### config.mk
export PLATFORM = sky130hd
export DESIGN_NAME = fetch_unit
export DESIGN_NICKNAME = d
export VERILOG_FILES = /design/src/rtl/fetch_unit_pkg.sv /design/src/rtl/fetch_unit_branch_predictor.sv /design/src/rtl/fetch_unit.sv
export SDC_FILE = /design/constraint.sdc
export NUM_CORES = 1
export LEC_CHECK = 0
export ABC_CLOCK_PERIOD_IN_PS = 4200
export BUFFER_PORTS_ARGS = -buffer_cell sky130_fd_sc_hd__buf_2
export CORE_ASPECT_RATIO = 2
export CORE_MARGIN = 4
export CORE_UTILIZATION = 50
export CTS_CLUSTER_SIZE = 14
export DETAILED_ROUTE_END_ITERATION = 12
export GPL_TIMING_DRIVEN = 0
export PLACE_DENSITY_LB_ADDON = 0.12
export REMOVE_ABC_BUFFERS = 1
export SYNTH_ARGS = -nofsm -noshare
export SYNTH_HDL_FRONTEND = slang
export SYNTH_SLANG_ARGS = --single-unit
### constraint.sdc
create_clock -name clk -period 4.2 [get_ports clk]
set_input_delay 0.42 -clock clk [delete_from_list [all_inputs] [get_ports clk]]
set_output_delay 0.42 -clock clk [all_outputs]
set_load 0.05 [all_outputs]
### src/rtl/fetch_unit_pkg.sv
// Shared constants and types for the instruction-fetch stage and its branch predictor.
package fetch_unit_pkg;

  localparam logic [31:0] NOP_INST = 32'h0000_0013;

  localparam logic [1:0] CNT_WEAK_NT  = 2'b01;
  localparam logic [1:0] CNT_TAKEN_TH = 2'b10;

  typedef enum logic [1:0] {
    IDLE = 2'd0,
    WAIT = 2'd1,
    DROP = 2'd2
  } fetch_state_e;

endpackage

### src/rtl/fetch_unit_branch_predictor.sv
// BHT (2-bit saturating counters) plus direct-mapped BTB: combinational lookup, same-cycle lookups see pre-update state.
// Single-cycle synchronous update port; never stalls.
module branch_predictor
  import fetch_unit_pkg::*;
#(
  parameter int ENTRIES = 64
) (
  input  logic        i_clk,
  input  logic        i_rst,
  input  logic [31:0] i_lookup_pc,
  output logic        o_taken,
  output logic [31:0] o_target,
  input  logic        i_upd_vld,
  input  logic [31:0] i_upd_pc,
  input  logic        i_upd_taken,
  input  logic [31:0] i_upd_target
);

  localparam int IDX_W = $clog2(ENTRIES);
  localparam int TAG_W = 32 - IDX_W - 2;

  logic [1:0]       r_bht     [ENTRIES];
  logic             r_btb_vld [ENTRIES];
  logic [TAG_W-1:0] r_btb_tag [ENTRIES];
  logic [31:0]      r_btb_tgt [ENTRIES];

  logic [IDX_W-1:0] w_lk_idx, w_up_idx;
  logic [TAG_W-1:0] w_lk_tag;
  logic             w_unused_lo;

  assign w_lk_idx    = i_lookup_pc[IDX_W+1:2];
  assign w_lk_tag    = i_lookup_pc[31:IDX_W+2];
  assign w_up_idx    = i_upd_pc[IDX_W+1:2];
  assign w_unused_lo = ^{i_lookup_pc[1:0], i_upd_pc[1:0], i_upd_target[1:0]};

  assign o_taken  = (r_bht[w_lk_idx] >= CNT_TAKEN_TH) && r_btb_vld[w_lk_idx] &&
                    (r_btb_tag[w_lk_idx] == w_lk_tag);
  assign o_target = r_btb_tgt[w_lk_idx];

  always_ff @(posedge i_clk) begin
    if (i_rst) begin
      for (int i = 0; i < ENTRIES; i++) begin
        r_bht[i]     <= CNT_WEAK_NT;
        r_btb_vld[i] <= 1'b0;
      end
    end else if (i_upd_vld) begin
      if (i_upd_taken) begin
        if (r_bht[w_up_idx] != 2'b11) r_bht[w_up_idx] <= r_bht[w_up_idx] + 2'd1;
        r_btb_vld[w_up_idx] <= 1'b1;
        r_btb_tag[w_up_idx] <= i_upd_pc[31:IDX_W+2];
        r_btb_tgt[w_up_idx] <= {i_upd_target[31:2], 2'b00};
      end else if (r_bht[w_up_idx] != 2'b00) begin
        r_bht[w_up_idx] <= r_bht[w_up_idx] - 2'd1;
      end
    end
  end

endmodule

### src/rtl/fetch_unit.sv
// RV32I IF stage: one outstanding imem request, IF/ID valid 2 cycles after request; keep parks a response in a 1-entry skid.
// BHT/BTB prediction is built only when BRANCH_PREDICT_EN is defined; otherwise next PC is always PC+4.
module fetch_unit
  import fetch_unit_pkg::*;
#(
  parameter logic [31:0] RESET_PC    = 32'h0000_0000,
  parameter int          BHT_ENTRIES = 64
) (
  input  logic        clk,
  input  logic        rst,
  input  logic        keep,
  input  logic        redirect_valid,
  input  logic [31:0] redirect_pc,
  input  logic        bht_update_valid,
  input  logic [31:0] bht_update_pc,
  input  logic        bht_update_taken,
  input  logic [31:0] bht_update_target,
  output logic        imem_req,
  output logic [31:0] imem_addr,
  input  logic        imem_rvalid,
  input  logic [31:0] imem_rdata,
  output logic [31:0] PC_pype0,
  output logic [31:0] PCp4_pype0,
  output logic [31:0] Instraction_pype,
  output logic        inst_valid,
  output logic        is_branch_predict,
  output logic [31:0] PC_Np_pype0
);

  fetch_state_e r_state;
  logic [31:0]  r_pc, r_req_pc, r_req_npc;
  logic         r_req_taken;
  logic         r_skid_vld, r_skid_taken;
  logic [31:0]  r_skid_pc, r_skid_inst, r_skid_npc;
  logic [31:0]  r_if_pc, r_if_pcp4, r_if_inst, r_if_npc;
  logic         r_if_vld, r_if_taken;

  logic         w_pred_taken, w_rsp, w_to_skid, w_issue;
  logic [31:0]  w_pc_p4, w_pred_npc;

  assign w_pc_p4 = r_pc + 32'd4;

`ifdef BRANCH_PREDICT_EN
  logic [31:0] w_btb_tgt;
  logic        w_unused_rd;

  branch_predictor #(.ENTRIES(BHT_ENTRIES)) u_bp (
    .i_clk        (clk),
    .i_rst        (rst),
    .i_lookup_pc  (r_pc),
    .o_taken      (w_pred_taken),
    .o_target     (w_btb_tgt),
    .i_upd_vld    (bht_update_valid),
    .i_upd_pc     (bht_update_pc),
    .i_upd_taken  (bht_update_taken),
    .i_upd_target (bht_update_target)
  );
  assign w_pred_npc  = w_pred_taken ? w_btb_tgt : w_pc_p4;
  assign w_unused_rd = ^redirect_pc[1:0];
`else
  logic w_unused_bp;
  assign w_pred_taken = 1'b0;
  assign w_pred_npc   = w_pc_p4;
  assign w_unused_bp  = ^{bht_update_valid, bht_update_pc, bht_update_taken, bht_update_target,
                          redirect_pc[1:0], (BHT_ENTRIES > 0)};
`endif

  // A response parked in the skid blocks issue, so a second one can never arrive while it is full;
  // a skid being drained this cycle (keep low) frees the slot and lets fetch resume at once.
  assign w_rsp     = (r_state == WAIT) && imem_rvalid;
  assign w_to_skid = w_rsp && keep;
  assign w_issue   = !rst && !redirect_valid && ((r_state == IDLE) || w_rsp) &&
                     (r_skid_vld ? !keep : !w_to_skid);

  assign imem_req  = w_issue;
  assign imem_addr = r_pc;

  assign PC_pype0          = r_if_pc;
  assign PCp4_pype0        = r_if_pcp4;
  assign Instraction_pype  = r_if_inst;
  assign inst_valid        = r_if_vld;
  assign is_branch_predict = r_if_taken;
  assign PC_Np_pype0       = r_if_npc;

  always_ff @(posedge clk) begin
    if (rst) begin
      r_state      <= IDLE;
      r_pc         <= RESET_PC;
      r_req_pc     <= '0;
      r_req_npc    <= '0;
      r_req_taken  <= 1'b0;
      r_skid_vld   <= 1'b0;
      r_skid_taken <= 1'b0;
      r_skid_pc    <= '0;
      r_skid_inst  <= NOP_INST;
      r_skid_npc   <= '0;
      r_if_pc      <= '0;
      r_if_pcp4    <= '0;
      r_if_inst    <= NOP_INST;
      r_if_vld     <= 1'b0;
      r_if_taken   <= 1'b0;
      r_if_npc     <= '0;
    end else if (redirect_valid) begin
      r_pc       <= {redirect_pc[31:2], 2'b00};
      r_skid_vld <= 1'b0;
      r_state    <= ((r_state != IDLE) && !imem_rvalid) ? DROP : IDLE;
      r_if_inst  <= NOP_INST;
      r_if_vld   <= 1'b0;
      r_if_taken <= 1'b0;
    end else begin
      case (r_state)
        IDLE:    if (w_issue) r_state <= WAIT;
        WAIT:    if (imem_rvalid) r_state <= w_issue ? WAIT : IDLE;
        DROP:    if (imem_rvalid) r_state <= IDLE;
        default: r_state <= IDLE;
      endcase

      if (w_issue) begin
        r_pc        <= w_pred_npc;
        r_req_pc    <= r_pc;
        r_req_npc   <= w_pred_npc;
        r_req_taken <= w_pred_taken;
      end

      if (w_to_skid) begin
        r_skid_vld   <= 1'b1;
        r_skid_pc    <= r_req_pc;
        r_skid_inst  <= imem_rdata;
        r_skid_npc   <= r_req_npc;
        r_skid_taken <= r_req_taken;
      end

      if (!keep) begin
        if (r_skid_vld) begin
          r_skid_vld <= 1'b0;
          r_if_pc    <= r_skid_pc;
          r_if_pcp4  <= r_skid_pc + 32'd4;
          r_if_inst  <= r_skid_inst;
          r_if_npc   <= r_skid_npc;
          r_if_taken <= r_skid_taken;
          r_if_vld   <= 1'b1;
        end else if (w_rsp) begin
          r_if_pc    <= r_req_pc;
          r_if_pcp4  <= r_req_pc + 32'd4;
          r_if_inst  <= imem_rdata;
          r_if_npc   <= r_req_npc;
          r_if_taken <= r_req_taken;
          r_if_vld   <= 1'b1;
        end else begin
          r_if_inst  <= NOP_INST;
          r_if_vld   <= 1'b0;
          r_if_taken <= 1'b0;
        end
      end
    end
  end

endmodule
==> results <==
- Summed over all cells, the static leakage comes to 5.62 nW.
- The first detailed-routing pass ran for 5 iterations.
- The count of maximum capacitance violations is 0.
- The largest vdd supply drop is 0.326 mV.
- The element type at the critical path end is an output port.
- The largest buffer count on any clock path is 3.
- Summed over its instances, the top area cell type makes up 46.2% of the synthesized netlist area.
- The number of clock sinks seen by CTS is 308.
- The number of different library cells used by synthesis comes to 64.
- The number of enable-type register cells in the synthesized netlist is 0.
- The element type at the critical path start is an input port.
- The total power after layout is 6.25 mW.
- In the synthesized netlist, mux cells make up 7.41% of the area.
- Routability-driven placement finished with a final weighted congestion of 0.840.
- The flop and latch count out of synthesis is 308.
- The post-synthesis average cell area is 8.29 um^2.
- The summed negative setup slack over all endpoints is 0 ns.
- The first-pass GRT wire length is 59.4 mm.
- The class of the worst hold path is in -> reg.
- The largest total area in the synthesized netlist belongs to sky130_fd_sc_hd__dfxtp_1.
- CTS built an H-tree with a depth of 1.
- The worst max-slew margin expressed relative to the limit is 12.8%.
- By area the synthesized netlist is led by sky130_fd_sc_hd__dfxtp_1 (46%), sky130_fd_sc_hd__nand2_1 (9.1%), sky130_fd_sc_hd__mux2i_1 (6.8%), sky130_fd_sc_hd__a21oi_1 (6.6%), sky130_fd_sc_hd__a211oi_1 (4.8%).
- The total DRC errors in the routed layout is 0.
- The delay of the slowest critical-path stage is 0.70 ns.
- TritonCTS built the clock tree.
- In the global route stage, overall resource usage came out at 24.9%.
- For the worst setup path, the data arrival time is 3.58 ns.
- For this block, the routed nets add up to 38.3 mm of wire.
- The HPWL after detailed placement is 24.9 mm.
- The core footprint is 26300 um^2.
- The number of I/O port buffers is 220.
- The power per standard cell area is 398 nW/um^2.
- The path type of the worst setup path is in -> out.
- The die outline width is 124 um.
- The synthesis-to-layout area growth is 17.7%.
- The wire length per cell after detailed routing is 18.1 um.
- For this run, asynchronously set or reset flops after synthesis account for 0%.
- The clock latency of the later-clocked register in the worst-skew pair is 0.55 ns.
- By count the netlist is led by sky130_fd_sc_hd__nand2_1 (325), sky130_fd_sc_hd__dfxtp_1 (308), sky130_fd_sc_hd__a21oi_1 (177).
- The adder and majority cell fraction of the synthesized area is 0.187%.
- Setup repair after global routing left no endpoint under its margin.
- Synthesis produced a netlist whose cell count is 1611.
- The count of endpoints failing hold in the final timing report is 0.
- The remaining global-route overflow is 0.
- The clock-pin slew reported for the worst setup and hold paths after clock tree synthesis is 0.07 ns.
- After layout, the minimum clock period comes to 4.00 ns.
- The number of buffers inserted by hold repair at cts is 0.
- The count of buffer and inverter cells on the critical path is 6.
- Summing the areas of all xor and xnor instances in the mapped netlist gives 2.56% of the synthesized area.
- The detailed router placed 12000 vias in this run.
- The number of antenna violations at the first check in global routing is 2.
- Summing the areas of all and, or, nand and nor instances in the mapped netlist gives 21.4% of the synthesized area.
- In the synthesized netlist the dominant register cell turns out to be sky130_fd_sc_hd__dfxtp_1.
- The standard cell with the maximum stage delay on the critical path is sky130_fd_sc_hd__clkinvlp_4.
- The mean number of vias per cell is 5.69.
- By instance count, the leading cell after synthesis is sky130_fd_sc_hd__nand2_1.
- The cell occurring most often along the worst timing path is sky130_fd_sc_hd__buf_2.
- The warning count from the yosys run is 0.
- The synthesized netlist devotes 17.5% of its cell area to compound gates.
- The final-report max-slew violation count is 0.
- 298 I/O pins were placed.
- By area, the combinational part of the netlist is dominated by simple AND/OR/NAND/NOR gates.
- STA puts the critical path data required time at 3.78 ns.
- In this run the worst path has a maximum fanout of 64.
- Setup violations remaining at the end of the flow were counted as 0.
- On the final layout, the worst clock skew is 0.00933 ns.
- The kind of cell with the highest combined delay along the critical path is buffers and inverters.
- Entering global routing, the biggest net connects 151 pins.
- The net count of the finished layout is 1886.
- The via count of the first global-routing pass came to 11600.
- The highest clock rate is 0.250 GHz.
- The cell area that synthesis handed to floorplanning was 13400 um^2.
- In this run the clock root is driven by a sky130_fd_sc_hd__clkbuf_16.
- In this run the core area contains 84 standard-cell rows.
- The critical path goes through buf_2, clkinvlp_4, nand2_8, or3_4, buf_12, clkinv_2, buf_16, buf_2.
- The die span in y is 239 um.
- The run finished with clean final reports.
- Of the cells placed in the final design, the portion with a size suffix greater than 1 is 17.5%.
- At the pin with the least slew margin, the transition time is 1.31 ns.
- Clock tree synthesis inserted a total of 28 buffers.
- The share of the clock period used by the worst path is 95.2%.
- For this run, the register share of the synthesized area comes to 46.2%.
- The violation count after the first detailed-route iteration is 659.
- The count of nets left with antenna violations after detail routing is 0.
- The area of the die is 29500 um^2.
- The initial utilization of the core area, before any placement, comes to 50.8%.
[layer usage]
layer	global-route usage (%)	part of all wire, %
met3	4.62	5.8
met2	46.0	52
met1	27.5	38
met4	9.98	4.0
met5	0	0.021
[tightest hold or removal path, cell delays in order]
cell and delay (ns):
sky130_fd_sc_hd__buf_2 0.08, sky130_fd_sc_hd__nand2_1 0.04, sky130_fd_sc_hd__nand3_1 0.06
[through the flow]
stage	setup WS, ns	std cells	hold slack [ns]	util (%)	area, um^2
after floorplan	-6.14	1480	0.430	-	12800
after global placement	-11.46	2044	0.436	54.5	14300
after detailed placement	-1.43	2056	0.439	55.9	14700
after CTS	0.0623	2111	0.0686	59.6	15700
after global routing	0.119	2114	0.0962	59.8	15700
final	0.202	2115	0.0922	59.8	15700
[cells by family (layout without fill, tap and decap cells)]
group	Yosys count	after routing
DFF	308	308
and+or+nand+nor	642	643
adders and majority gates	2	2
other	1	10
buffers and inverters	150	300
muxes	98	98
AOI/OAI and AO/OA	371	371
xor gates and xnor gates	39	39
[power breakdown]
| part | internal (mW) | leakage [nW] | switching (mW) |
|---|---|---|---|
| clock | 1.48 | 0.461 | 1.10 |
| combinational | 0.168 | 2.66 | 0.421 |
| sequential | 2.99 | 2.50 | 0.0829 |
[cells in the final DEF, fill, tap and decap left out, types with 8 or more instances in the layout]
| cell | n |
|---|---|
| sky130_fd_sc_hd__buf_16 | 9 |
| sky130_fd_sc_hd__and2_1 | 8 |
| sky130_fd_sc_hd__buf_2 | 219 |
| sky130_fd_sc_hd__a22oi_1 | 9 |
| sky130_fd_sc_hd__a31oi_1 | 19 |
| sky130_fd_sc_hd__o31ai_1 | 8 |
| sky130_fd_sc_hd__xnor2_1 | 26 |
| sky130_fd_sc_hd__or4_1 | 10 |
| sky130_fd_sc_hd__nor2_1 | 126 |
| sky130_fd_sc_hd__nor3_1 | 46 |
| sky130_fd_sc_hd__o22ai_1 | 8 |
| sky130_fd_sc_hd__clkbuf_1 | 8 |
| sky130_fd_sc_hd__mux2i_1 | 91 |
| sky130_fd_sc_hd__nor4_1 | 12 |
| sky130_fd_sc_hd__xor2_1 | 13 |
| sky130_fd_sc_hd__clkbuf_16 | 31 |
| sky130_fd_sc_hd__a21oi_1 | 176 |
| sky130_fd_sc_hd__o21ai_0 | 18 |
| sky130_fd_sc_hd__clkbuf_8 | 9 |
| sky130_fd_sc_hd__a211oi_1 | 85 |
| sky130_fd_sc_hd__nand3_1 | 48 |
| sky130_fd_sc_hd__dfxtp_1 | 307 |
| sky130_fd_sc_hd__o311ai_0 | 12 |
| sky130_fd_sc_hd__nand4_1 | 17 |
| sky130_fd_sc_hd__nand2_1 | 324 |
| sky130_fd_sc_hd__conb_1 | 9 |
[sequential cells by signal (all words and copies together) (netlist names), 30 cells and up]
name and count:
Instraction_pype 32, PC_Np_pype0 30, PC_pype0 30, PCp4_pype0 30
imem_addr 30, r_req_npc 30, r_req_pc 30, r_skid_inst 32
r_skid_npc 30, r_skid_pc 30
[final cells by class]
cell class | instances | area [um^2]
tap | 344 | 430
antenna | 1 | 2.50
fill | 2487 | 10600
clock inverter | 5 | 50.0
multi-input combinational | 1162 | 6650
sequential | 308 | 6170
timing repair inverter | 2 | 10.0
clock buffer | 46 | 880
inverter | 11 | 50.0
timing repair buffer | 236 | 1480
[path summary, 6_finish.rpt]
kind	start	to	slack (ns)	cells past startpoint
max	redirect_valid	imem_req	0.20	8
min	imem_rdata[0]	r_skid_inst[0]$_SDFFE_PP1P_	0.09	3
max reg2reg	r_skid_vld$_SDFF_PP0_	PCp4_pype0[27]$_SDFFE_PP0P_	0.66	6
min reg2reg	PCp4_pype0[9]$_SDFFE_PP0P_	PCp4_pype0[9]$_SDFFE_PP0P_	0.45	2
[timing repair]
action / 4_1_cts / 5_1_grt
gates cloned: 2 / 2
resized for setup: 6 / 0
buffers inserted: 2 / 1
pin swaps: 1 / 0
endpoints found under the setup margin: 68 / 1
Power figures use the tool's default switching activity.
